File: src/rtl/opti_sos_sched.sv
// Time-multiplexed sequencer for one shared SOS engine: runs the engine once per
// stage on each sample, chains stage results and holds the programmable coefficient bank.
//
// state | meaning
// IDLE  | waiting for a sample; coefficient writes accepted here
// ISSUE | loads job registers for the current stage (strobe appears next cycle)
// WAIT  | job in flight; timer counts cycles until eng_done or timeout
// OUT   | final result held on out_data until out_ready
module opti_sos_sched #(
    parameter int NUM_STAGES = 6,
    parameter int DW         = 16,
    parameter int TIMEOUT    = 64,
    parameter int CNT_W      = 11
) (
    input  logic             clk,
    input  logic             rst_n,
    input  logic             start,
    input  logic [DW-1:0]    in_data,
    input  logic             in_valid,
    output logic             in_ready,
    output logic             eng_start,
    output logic             eng_clear,
    output logic [2:0]       eng_stage,
    output logic [DW-1:0]    eng_x,
    output logic [DW-1:0]    eng_b0,
    output logic [DW-1:0]    eng_b1,
    output logic [DW-1:0]    eng_b2,
    output logic [DW-1:0]    eng_a1,
    output logic [DW-1:0]    eng_a2,
    input  logic             eng_done,
    input  logic [DW-1:0]    eng_y,
    output logic [DW-1:0]    out_data,
    output logic             out_valid,
    input  logic             out_ready,
    output logic [CNT_W-1:0] sample_cnt,
    input  logic             cfg_we,
    input  logic [2:0]       cfg_stage,
    input  logic [2:0]       cfg_sel,
    input  logic [DW-1:0]    cfg_wdata,
    output logic             cfg_err,
    output logic             timeout_err,
    output logic             busy
);

    localparam int TW = $clog2(TIMEOUT + 1);
    // 1.0 in Q2.13 (DW-3 fractional bits)
    localparam logic [DW-1:0] UNITY = DW'(1) << (DW - 3);

    typedef enum logic [1:0] {IDLE, ISSUE, WAIT, OUT} state_t;

    state_t          state;
    logic [2:0]      stage;
    logic [DW-1:0]   data_q;
    logic [TW-1:0]   timer;
    logic [DW-1:0]   bank [NUM_STAGES][5];
    logic            cfg_ok;

    assign cfg_ok   = cfg_we && (state == IDLE)
                      && ({1'b0, cfg_stage} < 4'(NUM_STAGES))
                      && (cfg_sel <= 3'd4);
    assign in_ready = (state == IDLE);
    assign busy     = (state != IDLE);

    always_ff @(posedge clk) begin
        if (!rst_n) begin
            state       <= IDLE;
            stage       <= '0;
            data_q      <= '0;
            timer       <= '0;
            sample_cnt  <= '0;
            eng_start   <= 1'b0;
            eng_clear   <= 1'b0;
            eng_stage   <= '0;
            eng_x       <= '0;
            eng_b0      <= '0;
            eng_b1      <= '0;
            eng_b2      <= '0;
            eng_a1      <= '0;
            eng_a2      <= '0;
            out_data    <= '0;
            out_valid   <= 1'b0;
            cfg_err     <= 1'b0;
            timeout_err <= 1'b0;
            for (int s = 0; s < NUM_STAGES; s++) begin
                for (int c = 0; c < 5; c++) begin
                    bank[s][c] <= (c == 0) ? UNITY : '0;
                end
            end
        end else begin
            eng_start   <= 1'b0;
            eng_clear   <= 1'b0;
            cfg_err     <= 1'b0;
            timeout_err <= 1'b0;

            if (cfg_we) begin
                if (cfg_ok) begin
                    bank[cfg_stage][cfg_sel] <= cfg_wdata;
                end else begin
                    cfg_err <= 1'b1;
                end
            end

            case (state)
                IDLE: begin
                    if (start) begin
                        eng_clear  <= 1'b1;
                        sample_cnt <= '0;
                    end
                    if (in_valid) begin
                        data_q <= in_data;
                        stage  <= '0;
                        state  <= ISSUE;
                    end
                end
                ISSUE: begin
                    eng_start <= 1'b1;
                    eng_x     <= data_q;
                    eng_stage <= stage;
                    eng_b0    <= bank[stage][0];
                    eng_b1    <= bank[stage][1];
                    eng_b2    <= bank[stage][2];
                    eng_a1    <= bank[stage][3];
                    eng_a2    <= bank[stage][4];
                    timer     <= '0;
                    state     <= WAIT;
                end
                WAIT: begin
                    // a result arriving on the last allowed cycle still counts
                    if (eng_done) begin
                        data_q <= eng_y;
                        if (stage == 3'(NUM_STAGES - 1)) begin
                            out_data  <= eng_y;
                            out_valid <= 1'b1;
                            state     <= OUT;
                        end else begin
                            stage <= stage + 3'd1;
                            state <= ISSUE;
                        end
                    end else if (timer == TW'(TIMEOUT - 1)) begin
                        timeout_err <= 1'b1;
                        state       <= IDLE;
                    end else begin
                        timer <= timer + 1'b1;
                    end
                end
                OUT: begin
                    if (out_ready) begin
                        out_valid  <= 1'b0;
                        sample_cnt <= sample_cnt + 1'b1;
                        state      <= IDLE;
                    end
                end
                default: state <= IDLE;
            endcase
        end
    end

endmodule

File: config.mk
export PLATFORM = sky130hd
export DESIGN_NAME = opti_sos_sched
export DESIGN_NICKNAME = d
export VERILOG_FILES = /design/src/rtl/opti_sos_sched.sv
export SDC_FILE = /design/constraint.sdc
export NUM_CORES = 1
export LEC_CHECK = 0
export CORE_AREA = 2 2 319 195
export DETAILED_ROUTE_END_ITERATION = 16
export DIE_AREA = 0 0 321 197
export PLACE_DENSITY = 0.83
export SLEW_MARGIN = 20
export SYNTH_ARGS = -nofsm -noshare
export SYNTH_HDL_FRONTEND = slang
export SYNTH_SLANG_ARGS = --single-unit
File: constraint.sdc
create_clock -name clk -period 9.47 [get_ports clk]
set_input_delay 1.894 -clock clk [delete_from_list [all_inputs] [get_ports clk]]
set_output_delay 1.894 -clock clk [all_outputs]
set_load 0.02 [all_outputs]
## Word-level counts from Yosys, hierarchy flattened

Memories as Yosys holds them, arrays and structs flattened. A register that Yosys moved wholly into a read port is not among the register bits.
Cells that the tools add are included.

- Register bits: 79
- Bits in writable memories: 480
- Input port bits: 61
- Output and inout port bits: 133
- Word-level logic and storage cells: 97
- Memories kept: 1

Memory list:

| name | words | bits a word | rd ports | clocked after memory_dff | write ports | line | source |
|---|---|---|---|---|---|---|---|
| bank | 6 | 80 | 1 | 1 | 6 | 55 | `logic [DW-1:0] bank [NUM_STAGES][5];` |

- Add/sub/neg operators: 3
- $lt $le $gt $ge: 4
- Eq/ne operators: 14
- Mux-type cells: 37
- Bitwise operators: 3
- Reductions and logical operators: 22

Operators with widths:

| cell | count |
|---|---|
| $mux W80 | 3 |
| $reduce_or A80 Y1 | 1 |
| $demux W16 S3 | 1 |
| $mux W16 | 3 |
| $pmux W16 S2 | 1 |
| $mux W11 | 2 |
| $pmux W11 S2 | 1 |
| $ne A2 B2 Y1 const B | 8 |
| $reduce_and A3 Y1 | 5 |
| $mux W7 | 2 |
| $pmux W7 S2 | 1 |
| $mux W3 | 4 |
| $add A11 B1 Y11 const B | 1 |
| $mux W1 | 11 |
| $mux W2 | 5 |
| $reduce_bool A2 Y1 | 5 |
| $pmux W2 S4 | 1 |
| $reduce_and A4 Y1 | 2 |
| $add A7 B1 Y7 const B | 1 |
| $eq A7 B6 Y1 const B | 1 |
| $pmux W3 S2 | 1 |
| $eq A2 B2 Y1 const B | 2 |
| $ge A4 B4 Y1 const B | 1 |
| $logic_and A1 B1 Y1 | 4 |
| other kinds (14) | 16 |

## Longest topological paths before layout

Gate-level depths: netlist of the first run.

- Word-level depth: 10
- Gate-level depth with buffers: 11
- Mapped depth without buffers: 6

## Least setup slack after synthesis of the first run

Ideal clock, no wire load.

- Kind: input-to-reg
- From: in cfg_we
- To: mem bank[5][0] (netlist bit), enable pin
- Setup time: 0.411 ns
- Arrival time: 3.914 ns
- Required time: 9.059 ns
- Slack: 5.145 ns
- Stages on the path: 4
- Buffers on the path: 0
- Cells stage by stage: or3b_1 -> nor2_1 -> nand3_1 -> o21ai_0

RTL lines:

| element | line | source |
|---|---|---|
| start: declaration | 36 | `input logic cfg_we,` |
| end: declaration | 55 |  |

==> results of run 1 <==
## cell type report
cell class,count,area share (%)
clock inverter,26,0.750
multi-input combinational,1783,26.8
clock buffer,106,5.47
sequential,799,58.1
inverter,5,0.0487
timing repair buffer,254,6.21
tap,792,2.57
antenna,3,0.0195
## per-layer routing
layer | vias up | global-route usage [%]
met4 | 6 | 8.76
met2 | 1465 | 43.0
met5 | - | 0
li1 | 9944 | -
met1 | 11090 | 39.1
met3 | 197 | 6.51
## flip-flops by register name, indices dropped and copies added, names as in the netlist
name	count
timer	7
state	2
eng_stage	3
eng_start	1
eng_b1	16
stage	3
cfg_err	1
sample_cnt	11
eng_clear	1
eng_a2	16
eng_a1	16
data_q	16
out_valid	1
eng_b0	16
bank	640
eng_x	16
out_data	16
eng_b2	16
timeout_err	1
## how the worst min path moves through the flow
stage	startpoint	end	slack, ps	cells after the start
after detailed placement	data_q[5]$_SDFFE_PN0P_	eng_x[5]$_SDFFE_PN0P_	450	2
after CTS	eng_x[4]$_SDFFE_PN0P_	eng_x[4]$_SDFFE_PN0P_	450	2
after floorplan	data_q[0]$_SDFFE_PN0P_	eng_x[0]$_SDFFE_PN0P_	430	2
after global routing	data_q[5]$_SDFFE_PN0P_	eng_x[5]$_SDFFE_PN0P_	480	2
after global placement	out_data[14]$_SDFFE_PN0P_	out_data[14]$_SDFFE_PN0P_	440	2
final	eng_x[4]$_SDFFE_PN0P_	eng_x[4]$_SDFFE_PN0P_	450	2
## power by group through the flow
stage / combinational, mW / sequential [mW] / clock [mW]
finish: 0.683 / 4.04 / 2.99
global route: 0.727 / 4.05 / 3.14
CTS: 0.674 / 4.04 / 3.01
detailed placement: 0.669 / 4.11 / 0
global placement: 0.650 / 4.10 / 0
floorplan: 0.329 / 4.14 / 0
## stage by stage
stage,util [%],instances,cell area [sq um]
3_5_place_dp,60.0,3633,36100
4_1_cts,63.9,3765,38500
2_1_floorplan,-,2775,33400
5_1_grt,63.9,3766,38500
3_3_place_gp,59.9,3633,36100
6_report,64.0,3768,38500
## placed cells by master, fill, tap and decap left out, drive strengths merged, types with 7 or more instances in the layout
cell / instances
edfxtp: 640
nor2: 558
mux2i: 336
clkdlybuf4s50: 191
a22oi: 160
conb: 160
dfxtp: 159
nand2: 158
a21oi: 130
o21ai: 118
clkbuf: 106
buf: 63
and2: 37
nand2b: 28
clkinv: 19
a211oi: 17
nand3: 12
or3: 9
nand4: 7
## worst max-delay path, stage by stage
cell and delay [ps]:
clkdlybuf4s50_1 880, nor3b_4 650, nand3_2 480, buf_4 510
o21ai_1 730, buf_4 300
## cells by family (layout without fill, tap and decap cells)
logic type | count (synthesis) | count (layout) | share of synthesized area (%)
AO/OA/AOI/OAI | 441 | 441 | 8.22
multiplexers | 336 | 336 | 10.2
buffers and inverters | 193 | 391 | 2.42
AND/OR/NAND/NOR | 837 | 837 | 10.6
adder cells (fa/ha/maj) | 4 | 4 | 0.152
XOR/XNOR | 5 | 5 | 0.133
other | 1 | 163 | 0.0114
flip-flops | 799 | 799 | 68.2
==> metrics.md, run 1 <==
| Metric | Value |
|---|---|
| Post-Syn Instances | 2616 |
| Setup WS post-layout | 4300 ps |
| FF-to-FF Start | state[1]$_SDFFE_PN0P_ |
| Die Wd | 321 um |
| Routed Antenna Nets | 0 |
| Worst Setup EP | bank[5][32]$_SDFFCE_PN0P_ |
| Min Tclk post-route | 5170 ps |
| Most instantiated cells after synthesis | edfxtp_1, nor2_1, mux2i_1, a22oi_1, dfxtp_1 |
| Clk_skew | 23.7 ps |
| Register area | 22400 sq um |
| CTS Buffer Depth | 3 |
| Primary FF master, synth | edfxtp_1 |
| Core Rows | 70 |
| Sw Pwr | 1.81 mW |
| Leak | 12.8 nW |
| Area grow syn2layout | 17.4% |
| Resize count post-CTS | 0 |
| Average cell area after synthesis | 12.6 sq um |
| R2r endpoint | bank[5][32]$_SDFFCE_PN0P_ |
| Crit-path max FO | 51 |
| Die area | 63200 sq um |
| Switching Fraction | 23.4% |
| Post-synth top area share | 58.5% |
| Reg2Reg Setup Slack | 5710 ps |
| Fraction of layout cells with a size suffix above 1 | 6.42% |
| Worst path required time | 9780 ps |
| WHS | 454 ps |
| Clock root cell | clkbuf_16 |
| Yosys reg bits | 799 |
| Total GRT Usage | 27.8% |
| Normalized max-slew margin | 24.3% |
| Total gr overflow | 0 |
| Main area contributors after synthesis | edfxtp_1, mux2i_1, dfxtp_1 |
| Placer Congestion | 0.867 |
| Drt first pass iters | 6 |
| Post-DP HPWL | 54.3 mm |
| Routed WL | 88.2 mm |
| Met2 routed WL | 39.5 mm |
| Clock slew at reported path FFs | 60 ps |
| Most common cell in the netlist | edfxtp_1 |
| Vias per inst | 6.02 |
| Via count | 22702 |
| TNS Setup | 0 ps |
| Pwr/cell area | 200 nW/um^2 |
| Slew @ Worst Pin | 1140 ps |
| Initial antenna violation count | 8 |
| Top sig layer | met5 |
| Postcts setup bufs | 0 |
| CORE AREA | 60300 sq um |
| Multi-input logic area | 10300 sq um |
| Worst setup SP type | input pin |
| Initial core utilization | 54.5% |
| WL met1 | 35.4 mm |
| WS Path Type | in2reg |
| Ys Warns | 0 |
| Arr. time, crit path | 5490 ps |
| Outcome | finished, final reports clean |
| DRC violations left | 0 |
| CTS hold repair buffers | 0 |
| Final worst-path cycle share | 54.6% |
| DP Worst Slack | 3770 ps |
| Fillcell total | 4270 |
| Initial DRC Count | 3016 |
| Share of flip-flops with an asynchronous set or reset | 0% |
| Pins Over Slew Limit | 0 |
| CTS tree | yes |
| Max_cap viols | 0 |
| Design Power | 7.72 mW |
| Clk Latency, worst-skew pair | 620 ps |
| DR WL/cell | 23.4 um |
| Clock power frac | 38.8% |
| First-pass GRT wire length | 133 mm |
| Nets | 2979 |
| Fmax | 193 MHz |
| Final Hold Fails | 0 |
| Comb power frac | 8.9% |
| Die Ht | 197 um |
| Cell Area, Synth | 32800 sq um |
| Worst VDD drop | 185 uV |
| Critical path origin | cfg_stage[1] |
| Synth area leader | edfxtp_1 |
| CTS H-tree lvls | 3 |
| Register-to-Register Path Depth | 8 |
| Seq/Total Area, Yosys | 68.2% |
| Vias in the first global route | 22376 |
| I/O pins | 194 |
| Count of cell types in the netlist | 48 |
| Seq pwr share | 52.3% |
| CP endpoint kind | register |
| Wire length on met3 | 10.7 mm |
| I/O Buffers | 193 |
| Final setup viols | 0 |
| CTS Sinks | 799 |
| Hold WC Path Type | reg2reg |
| Post-synth EDFFs | 640 |
| Number of CTS-inserted buffers | 71 |
| Largest net degree at the start of global routing | 133 |
| Cell Int Power | 5.91 mW |
| RSZ-0062 raised after global routing | false |
(Power assumes the default switching activity.)
==> run 2: changes to the inputs <==
--- a/config.mk
+++ b/config.mk
@@ -5,10 +5,10 @@
 export SDC_FILE = /design/constraint.sdc
 export NUM_CORES = 1
 export LEC_CHECK = 0
-export CORE_AREA = 2 2 319 195
+export CORE_AREA = 2 2 322 196
 export DETAILED_ROUTE_END_ITERATION = 16
-export DIE_AREA = 0 0 321 197
-export PLACE_DENSITY = 0.83
+export DIE_AREA = 0 0 324 198
+export PLACE_DENSITY = 0.85
 export SLEW_MARGIN = 20
 export SYNTH_ARGS = -nofsm -noshare
 export SYNTH_HDL_FRONTEND = slang
==> constraint.sdc (replaced) <==
create_clock -name clk -period 4.4 [get_ports clk]
set_input_delay 0.88 -clock clk [delete_from_list [all_inputs] [get_ports clk]]
set_output_delay 0.88 -clock clk [all_outputs]
set_load 0.02 [all_outputs]
==> run 2 against run 1 <==
Clock power increased by 120%. Non-clock buffer count rose by 36. Sequential share of layout area is 0.67 points lower. Largest power group unchanged. Global-route usage grew 0.42 points. Sequential power grew 120%. Final cell count is 2.0% higher. Routed wire length up 3.5%. Total power rose by 120%. Setup slack worse by 3100 ps. Combinational power rose by 120%.
==> metrics.md, run 2 (same netlist as run 1, synthesis figures left out) <==
| Metric | Value |
|---|---|
| Outcome | finished, final reports clean (unchanged) |
| Largest net degree at the start of global routing | 84 (was 133) |
| CTS hold repair buffers | 0 (unchanged) |
| DRC violations left | 0 (unchanged) |
| Initial core utilization | 53.2% (was 54.5%) |
| Final setup viols | 0 (unchanged) |
| Min Tclk post-route | 3230 ps |
| CTS tree | yes (unchanged) |
| Clk_skew | 27.0 ps (was 23.7 ps) |
| Final worst-path cycle share | 73.3% |
| Crit-path max FO | 17 (was 51) |
| Number of CTS-inserted buffers | 70 (was 71) |
| Post-Layout Inst Area | 39000 sq um (was 38500 sq um) |
| Pins Over Slew Limit | 0 (unchanged) |
| R2r endpoint | bank[5][62]$_SDFFCE_PN0P_ (was bank[5][32]$_SDFFCE_PN0P_) |
| Postcts setup bufs | 0 (unchanged) |
| Fmax | 310 MHz |
| Max_cap viols | 0 (unchanged) |
| CTS Buffer Depth | 3 (unchanged) |
| Most common cell after layout, fill and taps aside | edfxtp_1 (unchanged) |
| Total gr overflow | 0 (unchanged) |
| Register-to-Register Path Depth | 6 (was 8) |
| CORE AREA | 61700 sq um (was 60300 sq um) |
| Worst VDD drop | 299 uV (was 185 uV) |
| Arr. time, crit path | 3470 ps (was 5490 ps) |
| CP endpoint kind | register (unchanged) |
| Routed WL | 91.3 mm (was 88.2 mm) |
| Total GRT Usage | 28.2% (was 27.8%) |
| Drt first pass iters | 7 (was 6) |
| I/O Buffers | 193 (unchanged) |
| Routed Antenna Nets | 0 (unchanged) |
| Vias in the first global route | 22569 (was 22376) |
| Pwr/cell area | 429 nW/um^2 (was 200 nW/um^2) |
| Worst path required time | 4650 ps (was 9780 ps) |
| First-pass GRT wire length | 135 mm (was 133 mm) |
| Clock root cell | clkbuf_16 (unchanged) |
| Most frequent cells in the layout | edfxtp_1, nor2_1, mux2i_1 (unchanged) |
| WHS Path Cells | 2 (unchanged) |
| Biggest register | bank (unchanged) |
| Max reg flops | 640 (unchanged) |
| Placer Congestion | 0.935 (was 0.867) |
| CTS Sinks | 799 (unchanged) |
| Slew @ Worst Pin | 1200 ps (was 1140 ps) |
| Worst hold endpoint | eng_x[1]$_SDFFE_PN0P_ (was eng_x[4]$_SDFFE_PN0P_) |
| FF-to-FF Start | state[0]$_SDFFE_PN0P_ (was state[1]$_SDFFE_PN0P_) |
| CTS H-tree lvls | 3 (unchanged) |
| Clock slew at reported path FFs | 60 ps (about the same) |
| Post-DP HPWL | 57.8 mm (was 54.3 mm) |
| Placed cell areas | 36600 sq um (was 36100 sq um) |
| Leak | 13.1 nW (was 12.8 nW) |
| Final Hold Fails | 0 (unchanged) |
| Vias per inst | 6.02 (about the same) |
| WS Path Type | in2reg (unchanged) |
| DR WL/cell | 23.8 um (was 23.4 um) |
| RSZ-0062 raised after global routing | false (unchanged) |
| Nets | 3014 (was 2979) |
| Area grow syn2layout | 18.7% (was 17.4%) |
| Die Ht | 198 um (was 197 um) |
| Hold WC Path Type | reg2reg (unchanged) |
| Hold Path Origin | eng_x[1]$_SDFFE_PN0P_ (was eng_x[4]$_SDFFE_PN0P_) |
| Initial antenna violation count | 3 (was 8) |
| Initial DRC Count | 3519 (was 3016) |
| Worst setup SP type | input pin (unchanged) |
| Fraction of layout cells with a size suffix above 1 | 7.66% (was 6.42%) |
| Resize count post-CTS | 0 (unchanged) |
| Die area | 64200 sq um (was 63200 sq um) |
| TNS Setup | 0 ps (unchanged) |
| Clk Latency, worst-skew pair | 640 ps (was 620 ps) |
| Core Rows | 71 (was 70) |
| I/O pins | 194 (unchanged) |
| Die Wd | 324 um (was 321 um) |
| Reg2Reg Setup Slack | 1470 ps (was 5710 ps) |
| Via count | 23152 (was 22702) |
| WHS | 456 ps (was 454 ps) |
| Normalized max-slew margin | 19.7% (was 24.3%) |
[run 2: cell type report]
type / instances / area (sq um)
Antenna cell: 1 / 2.50
Clock buffer: 84 / 1880
Clock inverter: 42 / 526
Fill cell: 4367 / 22800
Inverter: 5 / 18.8
Multi-Input combinational cell: 1783 / 10300
Sequential cell: 799 / 22400
Tap cell: 839 / 1050
Timing Repair Buffer: 290 / 2800
[run 2: layer usage]
layer | track usage (%) | up-vias | part of all wire (%)
met2 | 43.7 | 1774 | 45
met4 | 9.71 | 4 | 3.2
met1 | 38.5 | 11144 | 37
met3 | 7.63 | 238 | 14
met5 | 0 | - | 0.021
li1 | - | 9992 | -
[run 2: worst max-delay path by stage]
stage,cells after the start,to,startpoint
6_report,5,bank[3][3]$_SDFFCE_PN0P_,cfg_we
5_1_grt,5,bank[3][8]$_SDFFCE_PN0P_,cfg_we
4_1_cts,5,bank[3][5]$_SDFFCE_PN0P_,cfg_we
3_5_place_dp,5,bank[3][14]$_SDFFCE_PN0P_,cfg_we
3_3_place_gp,7,bank[4][4]$_SDFFCE_PN0P_,cfg_we
2_1_floorplan,4,bank[5][0]$_SDFFCE_PN0P_,cfg_we
[run 2: where the power goes]
part           internal [mW]  switching, mW  total [mW]
registers               8.53          0.162        8.69
clock network           3.67           2.85        6.52
logic                  0.524          0.993        1.52
total                   12.7           4.01        16.7
[run 2: stage by stage]
step           power (mW)  utilization [%]  instances  worst slack [ps]
3_3_place_gp         10.3             59.2       3714               757
5_1_grt              17.1             63.1       3842              1010
3_5_place_dp         10.3             59.2       3714               601
4_1_cts              16.7             63.1       3840              1190
6_report             16.7             63.1       3843              1170
2_1_floorplan        9.61                -       2775              1090
[run 2: critical path, cell delays in order]
cell             delay (ps)
clkdlybuf4s50_1         640
or3b_1                  440
a211oi_1                310
and3_1                  530
nand2b_1                660
